--- config.mk ---
export PLATFORM = sky130hd
export DESIGN_NAME = mcdt_distributor
export DESIGN_NICKNAME = d
export VERILOG_FILES = /design/src/rtl/mcdt_pkg.sv /design/src/rtl/mcdt_distributor_chan_fifo.sv /design/src/rtl/mcdt_distributor.sv
export SDC_FILE = /design/constraint.sdc
export NUM_CORES = 2
export LEC_CHECK = 0
export BUFFER_PORTS_ARGS = -buffer_cell sky130_fd_sc_hd__buf_2
export CAP_MARGIN = 20
export CORE_ASPECT_RATIO = 1.2
export CORE_MARGIN = 2
export CORE_UTILIZATION = 38
export CTS_BUF_LIST = sky130_fd_sc_hd__clkbuf_4 sky130_fd_sc_hd__clkbuf_8
export CTS_CLUSTER_SIZE = 14
export DETAILED_ROUTE_END_ITERATION = 10
export GPL_ROUTABILITY_DRIVEN = 0
export PLACE_DENSITY = 0.6
export SLEW_MARGIN = 15
export SYNTH_ARGS = -nofsm -noshare
export SYNTH_HDL_FRONTEND = slang
export SYNTH_SLANG_ARGS = --single-unit
--- constraint.sdc ---
create_clock -name clk_i -period 3.99 [get_ports clk_i]
set_clock_uncertainty 0.1 [all_clocks]
set_input_delay 0.399 -clock clk_i [delete_from_list [all_inputs] [get_ports clk_i]]
set_output_delay 0.399 -clock clk_i [all_outputs]
set_load 0.02 [all_outputs]
--- src/rtl/mcdt_pkg.sv ---
// rtl/mcdt_pkg.sv - shared sizes, arbiter state type and round-robin helper for mcdt_distributor
package mcdt_pkg;

  localparam int DATA_W     = 32;
  localparam int FIFO_DEPTH = 32;
  localparam int MARGIN_W   = 6;
  localparam int NUM_CH     = 3;
  localparam int ID_W       = 2;

  typedef enum logic {
    IDLE = 1'b0,
    WAIT = 1'b1
  } arb_state_e;

  // First requester strictly after 'last' in the cyclic order 0->1->2->0.
  function automatic logic [ID_W-1:0] rr_next(input logic [NUM_CH-1:0] req,
                                               input logic [ID_W-1:0]   last);
    logic [ID_W-1:0] cand;
    logic            found;
    rr_next = last;
    cand    = last;
    found   = 1'b0;
    for (int i = 0; i < NUM_CH; i++) begin
      cand = (cand >= ID_W'(NUM_CH - 1)) ? '0 : cand + ID_W'(1);
      if (!found && req[cand]) begin
        rr_next = cand;
        found   = 1'b1;
      end
    end
  endfunction

endpackage

--- src/rtl/mcdt_distributor_chan_fifo.sv ---
// rtl/mcdt_distributor_chan_fifo.sv - one channel FIFO with margin, request and ack-driven pop
module chan_fifo
  import mcdt_pkg::*;
(
  input  logic                clk_i,
  input  logic                rstn_i,
  input  logic [DATA_W-1:0]   data_i,
  input  logic                valid_i,
  output logic                ready_o,
  output logic [MARGIN_W-1:0] margin_o,
  output logic                req_o,
  input  logic                ack_i,
  output logic [DATA_W-1:0]   data_o,
  output logic                val_o
);

  localparam int PTR_W = $clog2(FIFO_DEPTH);

  logic [DATA_W-1:0]   mem_q [FIFO_DEPTH];
  logic [PTR_W-1:0]    wr_ptr_q, rd_ptr_q;
  logic [MARGIN_W-1:0] count_q, count_d;
  logic                req_q, val_q;
  logic [DATA_W-1:0]   data_q;
  logic                push, pop;

  assign ready_o  = (count_q != MARGIN_W'(FIFO_DEPTH));
  assign margin_o = MARGIN_W'(FIFO_DEPTH) - count_q;
  assign push     = valid_i && ready_o;
  assign pop      = ack_i && (count_q != '0);
  assign req_o    = req_q;
  assign data_o   = data_q;
  assign val_o    = val_q;

  always_comb begin
    count_d = count_q;
    if (push && !pop) begin
      count_d = count_q + MARGIN_W'(1);
    end else if (!push && pop) begin
      count_d = count_q - MARGIN_W'(1);
    end
  end

  // A word landing in an empty FIFO is advertised one cycle later; the
  // request drops on the very edge that empties the FIFO, so it is never stale.
  always_ff @(posedge clk_i or negedge rstn_i) begin
    if (!rstn_i) begin
      wr_ptr_q <= '0;
      rd_ptr_q <= '0;
      count_q  <= '0;
      req_q    <= 1'b0;
      data_q   <= '0;
      val_q    <= 1'b0;
    end else begin
      if (push) begin
        wr_ptr_q <= wr_ptr_q + PTR_W'(1);
      end
      if (pop) begin
        rd_ptr_q <= rd_ptr_q + PTR_W'(1);
        data_q   <= mem_q[rd_ptr_q];
      end
      val_q   <= pop;
      req_q   <= (count_q != '0) && (count_d != '0);
      count_q <= count_d;
    end
  end

  always_ff @(posedge clk_i) begin
    if (push) begin
      mem_q[wr_ptr_q] <= data_i;
    end
  end

endmodule

--- src/rtl/mcdt_distributor.sv ---
// rtl/mcdt_distributor.sv - three buffered channels merged round-robin onto one ID-tagged stream
module mcdt_distributor
  import mcdt_pkg::*;
(
  input  logic                clk_i,
  input  logic                rstn_i,
  input  logic [DATA_W-1:0]   ch0_data_i,
  input  logic                ch0_valid_i,
  output logic                ch0_ready_o,
  output logic [MARGIN_W-1:0] ch0_margin_o,
  input  logic [DATA_W-1:0]   ch1_data_i,
  input  logic                ch1_valid_i,
  output logic                ch1_ready_o,
  output logic [MARGIN_W-1:0] ch1_margin_o,
  input  logic [DATA_W-1:0]   ch2_data_i,
  input  logic                ch2_valid_i,
  output logic                ch2_ready_o,
  output logic [MARGIN_W-1:0] ch2_margin_o,
  output logic [DATA_W-1:0]   mcdt_data_o,
  output logic                mcdt_val_o,
  output logic [ID_W-1:0]     mcdt_id_o
);

  logic [DATA_W-1:0]   ch_data   [NUM_CH];
  logic [MARGIN_W-1:0] ch_margin [NUM_CH];
  logic [DATA_W-1:0]   fifo_data [NUM_CH];
  logic [NUM_CH-1:0]   ch_valid, ch_ready, fifo_req, fifo_val;
  logic [NUM_CH-1:0]   ack_q, ack_d;

  arb_state_e          state_q, state_d;
  logic [ID_W-1:0]     last_q, last_d;
  logic [DATA_W-1:0]   data_q, data_d;
  logic [ID_W-1:0]     id_q, id_d;
  logic                val_q, val_d;
  logic                decide;

  assign ch_data[0]   = ch0_data_i;
  assign ch_data[1]   = ch1_data_i;
  assign ch_data[2]   = ch2_data_i;
  assign ch_valid     = {ch2_valid_i, ch1_valid_i, ch0_valid_i};
  assign ch0_ready_o  = ch_ready[0];
  assign ch1_ready_o  = ch_ready[1];
  assign ch2_ready_o  = ch_ready[2];
  assign ch0_margin_o = ch_margin[0];
  assign ch1_margin_o = ch_margin[1];
  assign ch2_margin_o = ch_margin[2];
  assign mcdt_data_o  = data_q;
  assign mcdt_val_o   = val_q;
  assign mcdt_id_o    = id_q;

  for (genvar g = 0; g < NUM_CH; g++) begin : g_ch
    chan_fifo u_fifo (
      .clk_i    (clk_i),
      .rstn_i   (rstn_i),
      .data_i   (ch_data[g]),
      .valid_i  (ch_valid[g]),
      .ready_o  (ch_ready[g]),
      .margin_o (ch_margin[g]),
      .req_o    (fifo_req[g]),
      .ack_i    (ack_q[g]),
      .data_o   (fifo_data[g]),
      .val_o    (fifo_val[g])
    );
  end

  // last_q doubles as the granted channel while in WAIT and the round-robin pointer.
  always_comb begin
    state_d = state_q;
    last_d  = last_q;
    ack_d   = '0;
    data_d  = data_q;
    id_d    = id_q;
    val_d   = 1'b0;
    decide  = 1'b0;
    case (state_q)
      IDLE: decide = 1'b1;
      WAIT: begin
        if (fifo_val[last_q]) begin
          data_d  = fifo_data[last_q];
          id_d    = last_q;
          val_d   = 1'b1;
          state_d = IDLE;
          decide  = 1'b1;
        end
      end
      default: state_d = IDLE;
    endcase
    if (decide && (|fifo_req)) begin
      last_d                        = rr_next(fifo_req, last_q);
      ack_d[rr_next(fifo_req, last_q)] = 1'b1;
      state_d                       = WAIT;
    end
  end

  always_ff @(posedge clk_i or negedge rstn_i) begin
    if (!rstn_i) begin
      state_q <= IDLE;
      last_q  <= ID_W'(2);
      ack_q   <= '0;
      data_q  <= '0;
      id_q    <= '0;
      val_q   <= 1'b0;
    end else begin
      state_q <= state_d;
      last_q  <= last_d;
      ack_q   <= ack_d;
      data_q  <= data_d;
      id_q    <= id_d;
      val_q   <= val_d;
    end
  end

endmodule

Word-level counts from Yosys, hierarchy flattened. Memories as Yosys holds them, arrays and structs flattened. A register that Yosys moved wholly into a read port is not among the register bits. Cells that the tools add are included.

Bits in registers: 95. Memory bits (read-only): 0. Latch bits: 0. Input port bits: 101. Output and inout bits: 56. Logic and storage cells: 138. Memories kept: 3. RAM bits: 3072.

Multipliers: 0. $lt $le $gt $ge: 10. Shift-type cells: 0. Add/subtract/negate cells: 18. Bitwise gates (word level): 2. Reductions and logical operators: 38. Divide/modulo/power cells: 0. Mux-type cells: 43. Eq/ne operators: 3.

Memories: g_ch[0].u_fifo.mem_q (words 32, width 32, read ports 1, clocked after Yosys merged registers in 1, write ports 1, line mcdt_distributor_chan_fifo.sv:19) `logic [DATA_W-1:0] mem_q [FIFO_DEPTH];`; g_ch[1].u_fifo.mem_q (words 32, width 32, read ports 1, clocked after Yosys merged registers in 1, write ports 1, line mcdt_distributor_chan_fifo.sv:19); g_ch[2].u_fifo.mem_q (words 32, width 32, read ports 1, clocked after Yosys merged registers in 1, write ports 1, line mcdt_distributor_chan_fifo.sv:19).

Operator list (count): binary-select mux 32 bit (select 2 bit) (1); 2-to-1 mux 32 bit (2); 2-to-1 mux 6 bit (6); nonzero test 6 bit (6); adder 5 x 1 -> 5 bit (second input constant) (6); 2-to-1 mux 1 bit (20); logical AND 1 bit (19); adder 6 x 1 -> 6 bit (second input constant) (3); inequality test 6 bit (second input constant) (3); subtractor 6 x 1 -> 6 bit (second input constant) (3); subtractor 6 bit (first input constant) (3); < comparator 2 x 3 -> 1 bit (second input constant) (5); 2-to-1 mux 2 bit (7); logical NOT 1 bit (11); binary-select mux 1 bit (select 2 bit) (4); adder 2 x 1 -> 2 bit (second input constant) (3); greater-or-equal comparator 2 bit (second input constant) (3); greater-or-equal comparator 3 bit (second input constant) (1); 2-to-1 mux 3 bit (1); NOT 2 -> 3 bit (1); OR reduction 3 bit (1); demux 1 bit (select 2 bit) (1); greater-or-equal comparator 2 x 1 -> 1 bit (second input constant) (1); one-hot mux 1 bit (2 select lines) (1); other kinds (2) (2).

Longest topological paths before layout.
Word-level depth: 19. Gate-level depth with buffers: 11. Mapped depth without buffers: 9.

Hierarchy. Synthesis repeated with hierarchy kept, for this count alone.

Cells, all modules: 5627. Area, all modules: 123985.2 um2.

By module, submodules not included: chan_fifo (g_ch[1].u_fifo ...) (cells each 1812, instances 2, area each 40517.6 um2); chan_fifo (g_ch[0].u_fifo) (cells each 1820, instances 1, area each 40546.4 um2); mcdt_distributor (cells each 183, instances 1, area each 2403.6 um2).

Worst setup path before layout. No wires, ideal clock.

Kind: reg2reg. Start point: reg g_ch[2].u_fifo.count_q[0]. End point: mem g_ch[2].u_fifo.mem_q[31][0] (enable). Library setup time: 421 ps. Stages on the path, launching flop included: 9. Path slack: 89 ps. Arrival time: 3380 ps. Period minus slack after synthesis: 3901 ps. Path buffers: 2. Cell sequence: dfrtp_1 > clkbuf_1 > inv_1 > ha_1 > nor4b_1 > a21oi_1 > nand2_1 > buf_2 > nor2_1.

Word-level cells in the longest chain between the ends: 4.

Ends and longest elaborated chain: start: declaration (line mcdt_distributor_chan_fifo.sv:21) `logic [MARGIN_W-1:0] count_q, count_d;`; start signal: assignment (line mcdt_distributor_chan_fifo.sv:63) `count_q <= count_d;`; inequality test 6 bit (line mcdt_distributor_chan_fifo.sv:26) `assign ready_o = (count_q != MARGIN_W'(FIFO_DEPTH));`; logical AND 1 bit (line mcdt_distributor_chan_fifo.sv:28) `assign push = valid_i && ready_o;`; 2-to-1 mux 1 bit (line mcdt_distributor_chan_fifo.sv:68) `if (push) begin`; 2-to-1 mux 1 bit (not written as such) (line mcdt_distributor_chan_fifo.sv:69) `mem_q[wr_ptr_q] <= data_i;`; end: declaration (line mcdt_distributor_chan_fifo.sv:19).

No other way between the ends.

Worst setup path after layout.
Start point: reg g_ch[2].u_fifo.count_q[1]. End point: mem g_ch[2].u_fifo.mem_q[17][14] (enable).

Same word-level chain as after synthesis.

==> results.txt <==
length in cells of the worst reg-to-reg path -> 8
max-cap violations -> 0
sort of element at the end of the critical path -> register
clock-pin slew on the worst setup and hold paths -> 60 ps
y dimension of the die -> 633 µm
detail-routed via count per cell -> 5.44
Post-Synth Adder-Cell Area -> 0.248%
count of filler cells inserted in the layout -> 27793
share of post-route cells with drive strength above 1 -> 35.1%
launch instance of the worst register-to-register path -> g_ch[2].u_fifo.count_q[1]
Overall Global Routing Usage -> 18.5%
WP depth -> 8
Synth Area in Compound Gates -> 1.10%
worst setup path class -> register to register
area inside the core boundary -> 329000 µm²
initial standard-cell utilization of the core -> 38.1%
Die Outline Area -> 334000 µm²
data required time of the critical path -> 4550 ps
commonest cells in the synthesized netlist -> 3072 x sky130_fd_sc_hd__edfxtp_1, 960 x sky130_fd_sc_hd__mux4_2, 190 x sky130_fd_sc_hd__dfrtp_1, 187 x sky130_fd_sc_hd__nand2_1, 183 x sky130_fd_sc_hd__clkbuf_1
sequential share of the synthesized area -> 77.4%
CTS tree -> built
number of buffers added on ports -> 156
Critical Path Start -> g_ch[2].u_fifo.count_q[1]
setup violators final -> 0
most used flip-flop cell after synthesis -> sky130_fd_sc_hd__edfxtp_1
via count -> 59135
pre-CTS setup slack -> 20.9 ps
synthesized cell area -> 125000 µm²
I/O Pins -> 157
worst vdd rail ir drop -> 0.000342 V
family with the most delay on the worst path -> simple AND/OR/NAND/NOR gates
number of DRC violations after detailed routing -> 0
nets in the synthesized netlist -> 5554
via count of the first global-routing pass -> 62018
flip-flop and latch count after synthesis -> 3263
number of instances in the synthesized netlist -> 5429
combinational family with the most area after synthesis -> multiplexers
global-route wire length before repair -> 448000 µm
half-perimeter wire length of the detailed placement result -> 187000 µm
number of CTS-inserted buffers -> 482
pin count of the biggest net entering global routing -> 72
Critical Path Max Stage Delay -> 680 ps
area fraction in and, or, nand and nor cells after synthesis -> 1.47%
worst slew pin tran -> 1060 ps
startpoint types -> register
Setup Total Neg Slack -> 0 ps
DR iter-0 viols -> 5707
min setup slack post-route -> 259 ps
Rows -> 231
number of search-and-repair iterations in the first detailed-routing pass -> 5
FFs w/ async S/R, synth -> 5.85%
grt total ovfl -> 0
number of buffers and inverters on the critical path -> 3
Post-Synthesis Mean Instance Area -> 23.1 µm²
Synth Warn # -> 0
mean routed wirelength per cell -> 28.7 µm
CTS H-Tree Depth -> 5
largest driver fanout on the critical path -> 12
LEAKAGE -> 45.6 nW
antenna violations before repair -> 31
non-filler instance count after layout -> 10870
worst min-delay path class -> input port to register
dominant cells by area after synthesis -> sky130_fd_sc_hd__edfxtp_1 74%, sky130_fd_sc_hd__mux4_2 17%, sky130_fd_sc_hd__dfrtp_1 3.8%, sky130_fd_sc_hd__mux2i_1 1.1%, sky130_fd_sc_hd__o21ai_0 0.58%
final worst-path cycle share -> 93.5%
relative slew slack -> 29.5%
sequence of cells on the critical path -> inv_1 -> ha_1 -> nor4b_2 -> a21oi_2 -> buf_4 -> nand2_1 -> nor2_4 -> buf_12
DIE WIDTH -> 528 µm
multiplexer share of the synthesized area -> 18.3%
worst hold stages -> 4
data arrival time of the worst path -> 4300 ps
number of cells after detailed placement -> 9866
fin. max-slew vios -> 0
EDFF count, synth -> 3072
Synth-to-Final Area Change -> 15.4%
status -> complete, no violations
RSZ-0062 raised after global routing -> false
most common cell in the netlist -> sky130_fd_sc_hd__edfxtp_1
Worst Hold Slack -> 224 ps
cell area power density -> 633 nW/µm²
count of final hold-check violations -> 0
slowest CP cell -> sky130_fd_sc_hd__nor2_4
clock tree root driver cell -> sky130_fd_sc_hd__clkbuf_8
remaining antenna violation count after routing -> 0
number of different library cells in the post-synthesis netlist -> 66
shortest clock period the worst path allows after layout -> 3730 ps
share of the synthesized netlist area taken by xor and xnor gates -> 0.308%
maximum clock insertion buffer count -> 4
hold_sp -> ch0_valid_i
Yosys top cell by area -> sky130_fd_sc_hd__edfxtp_1
clk sinks -> 3263
number of nets at the end of the flow -> 6275
top-area cell type share of the netlist area -> 73.6%
highest clock frequency the design can meet -> 0.268 GHz
final routed wirelength across all metal layers -> 312000 µm
worst skew pair latency -> 1080 ps
-- layer usage --
layer / GRT usage, % / share of wire (%) / vias up / wire length (µm)
li1: - / - / 24469 / -
met1: 23.8 / 40 / 32239 / 124000
met3: 2.76 / 5.5 / 500 / 17100
met5: 0 / 0.028 / - / 87
met4: 6.10 / 3.3 / 14 / 10300
met2: 32.1 / 52 / 1913 / 161000
-- repair_timing --
| action | CTS | global route |
|---|---|---|
| hold endpoints to repair | 3286 | 0 |
| pin swaps | 2 | 0 |
| setup endpoints to repair | 87 | 1 |
| hold buffers | 102 | 0 |
| resized for setup | 1 | 1 |
| gates cloned | 0 | 0 |
| buffers inserted | 8 | 0 |
-- layout make-up --
type / count / area, µm² / area share, %
inverters: 24 / 90.1 / 0.0623
clock inverters: 220 / 1360 / 0.939
diodes: 12 / 30.0 / 0.0208
repair buffers: 545 / 4850 / 3.35
clock buffers: 662 / 8120 / 5.61
multi-input cells: 1834 / 27700 / 19.1
flip-flops and latches: 3263 / 97100 / 67.2
well taps: 4310 / 5390 / 3.73
-- state kept, by name (all words and copies together) (netlist names), 3 cells and up --
register and cells:
g_ch.u_fifo.wr_ptr_q 15, g_ch.u_fifo.count_q 18, mcdt_data_o 32, g_ch.u_fifo.req_o 3, g_ch.u_fifo.val_o 3, g_ch.u_fifo.mem_q 3072
g_ch.u_fifo.data_o 96, ack_q 3, g_ch.u_fifo.rd_ptr_q 15
-- per-stage QoR --
stage	total power [mW]	utilization (%)	area (µm²)
2_1_floorplan	57.0	-	125000
3_3_place_gp	65.5	40.7	134000
3_5_place_dp	65.8	40.7	134000
4_1_cts	92.6	43.9	145000
5_1_grt	95.1	44.0	145000
6_report	91.5	44.0	145000
-- cells by family (layout without fill, tap and decap cells) --
kind of cell,Yosys count,in the layout
xor gates and xnor gates,44,44
DFF,3263,3263
muxes,1095,1095
and+or+nand+nor,426,426
buffers and inverters,332,1451
adders and majority gates,25,25
AOI/OAI and AO/OA,244,244
other,0,12
-- worst register-to-register path, cell delays in order, from the launching register on --
cell	delay, ps
sky130_fd_sc_hd__dfrtp_1	510
sky130_fd_sc_hd__inv_1	160
sky130_fd_sc_hd__ha_1	290
sky130_fd_sc_hd__nor4b_2	230
sky130_fd_sc_hd__a21oi_2	400
sky130_fd_sc_hd__buf_4	250
sky130_fd_sc_hd__nand2_1	470
sky130_fd_sc_hd__nor2_4	680
sky130_fd_sc_hd__buf_12	230
-- placed cells by master, fill, tap and decap left out, types with 4 or more instances in the layout --
master | netlist | final
sky130_fd_sc_hd__or3_1 | 5 | 5
sky130_fd_sc_hd__xor2_1 | 4 | 4
sky130_fd_sc_hd__inv_1 | 22 | 22
sky130_fd_sc_hd__diode_2 | 0 | 12
sky130_fd_sc_hd__a21oi_1 | 44 | 43
sky130_fd_sc_hd__nand4_1 | 12 | 12
sky130_fd_sc_hd__edfxtp_1 | 3072 | 3072
sky130_fd_sc_hd__clkinv_2 | 0 | 67
sky130_fd_sc_hd__nand2b_1 | 4 | 4
sky130_fd_sc_hd__mux4_2 | 960 | 960
sky130_fd_sc_hd__nand2_1 | 187 | 186
sky130_fd_sc_hd__nand3_1 | 12 | 12
sky130_fd_sc_hd__xnor2_1 | 40 | 40
sky130_fd_sc_hd__a31oi_1 | 9 | 9
sky130_fd_sc_hd__o21ai_0 | 145 | 145
sky130_fd_sc_hd__dfrtp_1 | 190 | 174
sky130_fd_sc_hd__and3_1 | 4 | 4
sky130_fd_sc_hd__inv_8 | 0 | 4
sky130_fd_sc_hd__buf_4 | 4 | 218
sky130_fd_sc_hd__inv_6 | 0 | 5
sky130_fd_sc_hd__o221ai_1 | 7 | 7
sky130_fd_sc_hd__buf_12 | 0 | 69
sky130_fd_sc_hd__nor2_4 | 0 | 96
sky130_fd_sc_hd__dfrtp_2 | 0 | 4
sky130_fd_sc_hd__or3b_2 | 5 | 5
sky130_fd_sc_hd__ha_1 | 24 | 24
sky130_fd_sc_hd__nor3_1 | 7 | 7
sky130_fd_sc_hd__nor2_1 | 157 | 61
sky130_fd_sc_hd__o22ai_1 | 5 | 5
sky130_fd_sc_hd__nand3b_1 | 8 | 8
sky130_fd_sc_hd__clkbuf_4 | 0 | 159
sky130_fd_sc_hd__nor4_1 | 4 | 4
sky130_fd_sc_hd__mux2i_1 | 133 | 133
sky130_fd_sc_hd__buf_2 | 98 | 155
sky130_fd_sc_hd__dlygate4sd3_1 | 0 | 101
sky130_fd_sc_hd__bufinv_16 | 0 | 12
sky130_fd_sc_hd__clkinvlp_4 | 0 | 6
sky130_fd_sc_hd__clkinv_1 | 0 | 121
sky130_fd_sc_hd__clkbuf_8 | 0 | 503
sky130_fd_sc_hd__dfrtp_4 | 0 | 12
-- report_power, final --
group	internal (mW)	switching, mW	total, mW
Clock	13.9	12.7	26.7
Sequential	40.3	1.90	42.2
Combinational	10.7	11.9	22.6
-- worst paths after layout --
path / slack, ps / to
max: 260 / g_ch[2].u_fifo.mem_q[17][14]
min: 220 / g_ch[0].u_fifo.count_q[1]
max reg2reg: 260 / g_ch[2].u_fifo.mem_q[17][14]
min reg2reg: 370 / mcdt_data_o[7]
max in group asynchronous: 2650 / g_ch[2].u_fifo.rd_ptr_q[0]
min in group asynchronous: 480 / g_ch[2].u_fifo.data_o[1]
Note: power is estimated with default switching activity, not from simulation.
